--- src/rtl/bisr_pkg.sv ---
`default_nettype none
// ============================================================================
// Module   : bisr_pkg
// Brief    : Shared types and width helpers for the BISR fault scheduler.
// Revision : 1.0 - initial release
// ============================================================================
package bisr_pkg;

    typedef enum logic [2:0] {
        IDLE  = 3'd0,
        SCAN  = 3'd1,
        ISSUE = 3'd2,
        WAIT  = 3'd3,
        DONE  = 3'd4
    } sched_state_t;

    // Index width that stays at least one bit wide for degenerate sizes
    function automatic int clog2_w(input int n);
        return (n > 1) ? $clog2(n) : 1;
    endfunction

    function automatic int rw_of(input int rows);
        return clog2_w(rows);
    endfunction

    function automatic int cw_of(input int cols);
        return clog2_w(cols);
    endfunction

    function automatic int idxw_of(input int rows, input int cols);
        return clog2_w(rows * cols);
    endfunction

endpackage : bisr_pkg
`default_nettype wire

--- src/rtl/ru_slot_table.sv ---
`default_nettype none
// ============================================================================
// Module   : ru_slot_table
// Brief    : NUM_RU-entry table of (row, col) recompute slots filled in order.
// Revision : 1.0 - initial release
// ============================================================================
module ru_slot_table #(
    parameter int  NUM_RU = 4,
    parameter int  RW     = 2,
    parameter int  CW     = 2,
    localparam int UW     = $clog2(NUM_RU + 1)
) (
    input  logic                 clk,
    input  logic                 rst_n,
    input  logic                 clear,
    input  logic                 wr_en,
    input  logic [RW-1:0]        wr_row,
    input  logic [CW-1:0]        wr_col,
    output logic                 full,
    output logic [UW-1:0]        used,
    output logic [NUM_RU-1:0]    ru_en,
    output logic [NUM_RU*RW-1:0] row_map,
    output logic [NUM_RU*CW-1:0] col_map
);

    logic [UW-1:0] r_used;
    logic          w_wr_ok;

    assign full    = (r_used == UW'(NUM_RU));
    assign used    = r_used;
    assign w_wr_ok = wr_en && !full;

    always_ff @(posedge clk or negedge rst_n) begin
        if (!rst_n) begin
            r_used <= '0;
        end else if (clear) begin
            r_used <= '0;
        end else if (w_wr_ok) begin
            r_used <= r_used + 1'b1;
        end
    end

    // The next free slot is always the one indexed by the current fill count
    for (genvar k = 0; k < NUM_RU; k++) begin : g_slot
        logic          r_en;
        logic [RW-1:0] r_row;
        logic [CW-1:0] r_col;

        always_ff @(posedge clk or negedge rst_n) begin
            if (!rst_n) begin
                r_en  <= 1'b0;
                r_row <= '0;
                r_col <= '0;
            end else if (clear) begin
                r_en  <= 1'b0;
                r_row <= '0;
                r_col <= '0;
            end else if (w_wr_ok && (r_used == UW'(k))) begin
                r_en  <= 1'b1;
                r_row <= wr_row;
                r_col <= wr_col;
            end
        end

        assign ru_en[k]              = r_en;
        assign row_map[k*RW +: RW]   = r_row;
        assign col_map[k*CW +: CW]   = r_col;
    end

endmodule : ru_slot_table
`default_nettype wire

--- src/rtl/ru_fault_scheduler.sv ---
`default_nettype none
// ============================================================================
// Module   : ru_fault_scheduler
// Brief    : Packs faulty PEs from the self-test map into recompute-unit passes
//            and hands them out over valid/ready, one pass at a time.
//            Optional macro BISR_FAULT_STATS_EN enables fault/pass counters.
// Revision : 1.0 - initial release
// ============================================================================
module ru_fault_scheduler
    import bisr_pkg::*;
#(
    parameter int  ROWS   = 4,
    parameter int  COLS   = 4,
    parameter int  NUM_RU = 4,
    localparam int RW     = rw_of(ROWS),
    localparam int CW     = cw_of(COLS),
    localparam int IDXW   = idxw_of(ROWS, COLS),
    localparam int CNTW   = $clog2(ROWS * COLS + 1)
) (
    input  logic                 clk,
    input  logic                 rst_n,
    input  logic                 stw_valid,
    input  logic [ROWS*COLS-1:0] stw_result_mat,
    output logic                 pass_valid,
    input  logic                 pass_ready,
    input  logic                 pass_done,
    output logic [NUM_RU-1:0]    ru_en,
    output logic [NUM_RU*RW-1:0] ru_row_mapping,
    output logic [NUM_RU*CW-1:0] ru_col_mapping,
    output logic                 busy,
    output logic                 sched_done,
    output logic [CNTW-1:0]      fault_count,
    output logic [CNTW-1:0]      pass_count
);

    localparam int UW = $clog2(NUM_RU + 1);

    sched_state_t          r_state;
    sched_state_t          w_state_nxt;
    logic [ROWS*COLS-1:0]  r_map;
    logic [IDXW-1:0]       r_idx;
    logic                  r_scan_end;

    logic                  w_latch;
    logic                  w_slot_clr;
    logic                  w_slot_wr;
    logic                  w_idx_inc;
    logic                  w_end_set;
    logic                  w_fault;
    logic                  w_last;
    logic                  w_fills;
    logic                  w_slot_full;
    logic [UW-1:0]         w_used;
    logic [RW-1:0]         w_row;
    logic [CW-1:0]         w_col;

    assign w_fault = (r_state == SCAN) && !r_map[r_idx];
    assign w_last  = (r_idx == IDXW'(ROWS * COLS - 1));
    assign w_fills = w_fault && (w_used == UW'(NUM_RU - 1));
    assign w_row   = RW'(int'(r_idx) / COLS);
    assign w_col   = CW'(int'(r_idx) % COLS);

    ru_slot_table #(
        .NUM_RU (NUM_RU),
        .RW     (RW),
        .CW     (CW)
    ) u_slots (
        .clk     (clk),
        .rst_n   (rst_n),
        .clear   (w_slot_clr),
        .wr_en   (w_slot_wr),
        .wr_row  (w_row),
        .wr_col  (w_col),
        .full    (w_slot_full),
        .used    (w_used),
        .ru_en   (ru_en),
        .row_map (ru_row_mapping),
        .col_map (ru_col_mapping)
    );

    always_ff @(posedge clk or negedge rst_n) begin
        if (!rst_n) begin
            r_state <= IDLE;
        end else begin
            r_state <= w_state_nxt;
        end
    end

    always_comb begin
        w_state_nxt = r_state;
        w_latch     = 1'b0;
        w_slot_clr  = 1'b0;
        w_slot_wr   = 1'b0;
        w_idx_inc   = 1'b0;
        w_end_set   = 1'b0;
        // A new map restarts the scheduler from any state, ahead of handshakes
        if (stw_valid) begin
            w_latch     = 1'b1;
            w_slot_clr  = 1'b1;
            w_state_nxt = SCAN;
        end else begin
            case (r_state)
                IDLE: ;
                SCAN: begin
                    w_slot_wr = w_fault && !w_slot_full;
                    if (w_slot_full || w_fills) begin
                        // A full table holds the index so an unwritten bit is retried
                        w_end_set   = w_last && !w_slot_full;
                        w_state_nxt = ISSUE;
                    end else if (w_last) begin
                        w_end_set   = 1'b1;
                        w_state_nxt = ((w_used != '0) || w_fault) ? ISSUE : DONE;
                    end else begin
                        w_idx_inc = 1'b1;
                    end
                end
                ISSUE: begin
                    if (pass_ready) begin
                        w_state_nxt = WAIT;
                    end
                end
                WAIT: begin
                    if (pass_done) begin
                        w_slot_clr = 1'b1;
                        if (r_scan_end) begin
                            w_state_nxt = DONE;
                        end else begin
                            w_idx_inc   = 1'b1;
                            w_state_nxt = SCAN;
                        end
                    end
                end
                DONE: begin
                    w_slot_clr  = 1'b1;
                    w_state_nxt = IDLE;
                end
                default: w_state_nxt = IDLE;
            endcase
        end
    end

    always_ff @(posedge clk or negedge rst_n) begin
        if (!rst_n) begin
            r_map      <= '1;
            r_idx      <= '0;
            r_scan_end <= 1'b0;
        end else if (w_latch) begin
            r_map      <= stw_result_mat;
            r_idx      <= '0;
            r_scan_end <= 1'b0;
        end else begin
            if (w_idx_inc) begin
                r_idx <= r_idx + 1'b1;
            end
            if (w_end_set) begin
                r_scan_end <= 1'b1;
            end
        end
    end

    assign pass_valid = (r_state == ISSUE);
    assign busy       = (r_state != IDLE);
    assign sched_done = (r_state == DONE);

`ifdef BISR_FAULT_STATS_EN
    logic [CNTW-1:0] r_fault_cnt;
    logic [CNTW-1:0] r_pass_cnt;
    logic            w_pass_acc;

    assign w_pass_acc = (r_state == ISSUE) && pass_ready && !stw_valid;

    always_ff @(posedge clk or negedge rst_n) begin
        if (!rst_n) begin
            r_fault_cnt <= '0;
            r_pass_cnt  <= '0;
        end else if (w_latch) begin
            r_fault_cnt <= '0;
            r_pass_cnt  <= '0;
        end else begin
            if (w_slot_wr) begin
                r_fault_cnt <= r_fault_cnt + 1'b1;
            end
            if (w_pass_acc) begin
                r_pass_cnt <= r_pass_cnt + 1'b1;
            end
        end
    end

    assign fault_count = r_fault_cnt;
    assign pass_count  = r_pass_cnt;
`else
    assign fault_count = '0;
    assign pass_count  = '0;
`endif

endmodule : ru_fault_scheduler
`default_nettype wire

--- config.mk ---
export PLATFORM = sky130hd
export DESIGN_NAME = ru_fault_scheduler
export DESIGN_NICKNAME = d
export VERILOG_FILES = /design/src/rtl/bisr_pkg.sv /design/src/rtl/ru_slot_table.sv /design/src/rtl/ru_fault_scheduler.sv
export SDC_FILE = /design/constraint.sdc
export NUM_CORES = 1
export LEC_CHECK = 0
export CAP_MARGIN = 10
export CORE_ASPECT_RATIO = 1.4
export CORE_MARGIN = 1.5
export CORE_UTILIZATION = 45
export DETAILED_ROUTE_END_ITERATION = 8
export GPL_TIMING_DRIVEN = 0
export PLACE_DENSITY = 0.83
export SLEW_MARGIN = 5
export SYNTH_ARGS = -nofsm -noshare
export SYNTH_HDL_FRONTEND = slang
export SYNTH_SLANG_ARGS = --single-unit
--- constraint.sdc ---
create_clock -name clk -period 2.2 [get_ports clk]
set_input_delay 0.22 -clock clk [delete_from_list [all_inputs] [get_ports clk]]
set_output_delay 0.22 -clock clk [all_outputs]
set_load 0.01 [all_outputs]
==> results.sh <==
export IMPL_worst_slew_pin_slew_ps=546.1
export IMPL_vias=1863
export IMPL_p_int_mw=2.134
export IMPL_drv_cap=0
export IMPL_drc=0
export IMPL_numPortBuffers=42
export IMPL_die_h_um=91.13
export IMPL_htree_num_levels=2
export IMPL_cts_tree="built"
export IMPL_synthTopCellsByArea="dfrtp_1 31%, dfstp_2 17%, mux2i_1 8.8%"
export IMPL_status="finished, violations left"
export IMPL_rsz0062_at_grt="yes"
export IMPL_required_ps=2420
export IMPL_wl_per_cell_um=14.69
export IMPL_gp_congestion=0.8098
export IMPL_grt_usage_pct=18.87
export IMPL_viasPerCell=5.132
export IMPL_dpl_cell_area_mm2=0.003055
export IMPL_diodes=0
export IMPL_cts_buffers_inserted=5
export IMPL_fin_area_mm2=0.003362
export IMPL_hold_viol_final=0
export IMPL_synth_common_cells="31 x dfrtp_1, 31 x nand2_1, 22 x mux2i_1"
export IMPL_grt_overflow_total=0
export IMPL_avgSynthCellArea_um2=11.00
export IMPL_start_kind="flip-flop"
export IMPL_grt_pass1_wl_mm=8.735
export IMPL_power_share_sequential_pct=33.0
export IMPL_grt_antenna_before_repair=0
export IMPL_seq_area_frac_synth_pct=47.92
export IMPL_min_period_ps=2356
export IMPL_area_delta_synth_final_pct=34.69
export IMPL_clock_latency_ps=310
export IMPL_drt_iter0_drc=91
export IMPL_end_kind="flip-flop"
export IMPL_synthCells=227
export IMPL_period_share_pct=107.1
export IMPL_dieArea_mm2=0.006009
export IMPL_power_frac_comb_pct=47.4
export IMPL_synth_area_mm2=0.002496
export IMPL_hp_class="in -> async"
export IMPL_core_mm2=0.005275
export IMPL_ys_warnings_count=0
export IMPL_synth_largest_area_cell="dfrtp_1"
export IMPL_synth_seq_cells=47
export IMPL_die_x_um=65.95
export IMPL_ioPinCount=54
export IMPL_rows=31
export IMPL_async_flop_share_pct=100.0
export IMPL_detail_route_antenna_nets=0
export IMPL_grt_max_degree=36
export IMPL_synth_top_area_share_pct=31.08
export IMPL_switching_share_pct=34.77
export IMPL_p_clk_share_pct=19.6
export IMPL_synth_edf_count=0
export IMPL_drive_gt1_share_pct=31.65
export IMPL_fmax_ghz=0.4245
export IMPL_arrival_ps=2570
export IMPL_violations="negative setup slack"
export IMPL_p_leak_nw=1.408
export IMPL_cts_root_buffer="clkbuf_8"
export IMPL_synthDistinctLibCells=42
export IMPL_power_density_mw_per_mm2=973.3
export IMPL_routed_wl_mm=5.334
export IMPL_synth_ff_type="dfrtp_1"
export IMPL_dp_hpwl_mm=3.784
export IMPL_ir_drop_v=0.0006183
export IMPL_maxSlewHeadroom_pct=63.60
export IMPL_cts_sinks=47
export IMPL_power_switching_mw=1.138
export IMPL_first_pass_iters=4
export IMPL_finalSetupViolations=15
export IMPL_critPathMaxFanout=5
export IMPL_grt_pass1_vias=1828
export IMPL_p_total_mw=3.272
export IMPL_worstSetupPathType="reg -> reg"
export IMPL_cts_buffer_depth=2
export IMPL_setup_tns_final_ps=-1053
export IMPL_slew_viol_final=0
export IMPL_clkTransAtPathRegs_ps=100
export IMPL_fin_skew_ps=16.81
export IMPL_final_nets=323
export IMPL_hold_worst_slack_ps=315.2
export IMPL_floorplan_initialDensity_pct=47.32
export IMPL_finalWorstSetupSlack_ps=-156.0
## cell usage in the layout, fill, tap and decap left out, drive strengths merged, types with 2 or more instances in the layout
cell type and n:
clkdlybuf4s50 41, nand2 31, dfrtp 31, buf 30, mux2i 22, mux2 17
dfstp 16, nor2 14, clkbuf 12, conb 10, o21a 6, ha 6
nor3 6, inv 5, nand3 4, nor2b 4, a31oi 4, o21ai 4
nand2b 3, or3 3, and3 3, a22oi 3, a21oi 3, nor3b 2
mux4 2, a211oi 2, nand3b 2, clkinv 2
## cells by family after synthesis
group	share of synthesized area (%)
other	0.1502
adders and majority gates	3.007
DFF	47.92
buffers and inverters	7.418
muxes	18.30
and+or+nand+nor	15.24
AOI/OAI and AO/OA	7.969
## critical path: stages, from the launching register on
cell and delay [ps]:
dfrtp_1 370, buf_6 130, mux4_2 510, nor2b_4 150, a211oi_4 170, buf_6 160
o21ai_4 70, nor4bb_2 270, buf_4 210, mux2i_2 220
## sequential cells by signal, summed over array words and instances (netlist names)
signal	flops
u_slots.g_slot.r_en	4
u_slots.g_slot.r_row	8
u_slots.used	3
r_map	16
u_slots.g_slot.r_col	8
r_state	3
r_idx	4
r_scan_end	1
## power by group through the flow
stage	logic (mW)	clock network [mW]	registers (mW)
after global placement	1.09	0	1.08
after CTS	1.47	0.654	1.07
after global routing	1.66	0.684	1.09
final	1.55	0.642	1.08
after floorplan	0.837	0	1.07
after detailed placement	1.13	0	1.08
## metal layers
metal	vias up	GRT usage [%]	routed length, µm
met1	913	22.79	2122
met2	46	33.33	2908
met4	0	5.442	84
li1	897	-	-
met3	7	3.841	218
met5	-	0	0
## cell type report
cell class / instances / area [µm²]
fillers: 411 / 1913
multi-input cells: 158 / 1232
flip-flops and latches: 47 / 1196
repair buffers: 55 / 556.8
plain buffers: 24 / 162.7
well taps: 66 / 82.58
clock buffers: 5 / 68.82
clock inverters: 3 / 43.79
inverters: 5 / 18.77
## final timing paths
kind	startpoint	end	slack, ps	cells past startpoint
max	r_idx[1]	u_slots.g_slot[3].r_col[0]	-160	9
min	rst_n	u_slots.g_slot[3].r_en	320	2
max reg2reg	r_idx[1]	u_slots.g_slot[3].r_col[0]	-160	9
min reg2reg	u_slots.g_slot[2].r_en	u_slots.g_slot[2].r_en	500	1
max in group asynchronous	rst_n	r_map[15]	1310	3
min in group clk	stw_valid	r_map[15]	490	2
## through the flow
step | worst slack, ps | std cells | utilization, %
after floorplan | -24.52 | 236 | -
after global placement | -365.0 | 344 | 57.64
after detailed placement | -298.7 | 345 | 57.92
after CTS | -204.6 | 360 | 62.62
after global routing | -296.2 | 363 | 63.73
final | -156.0 | 363 | 63.73
## timing repair
action	CTS	global route
resized for setup	12	9
hold endpoints to repair	12	0
buffers inserted	7	4
setup endpoints to repair	26	30
pin swaps	10	5
hold buffers	1	0
Note: power is estimated with default switching activity, not from simulation.
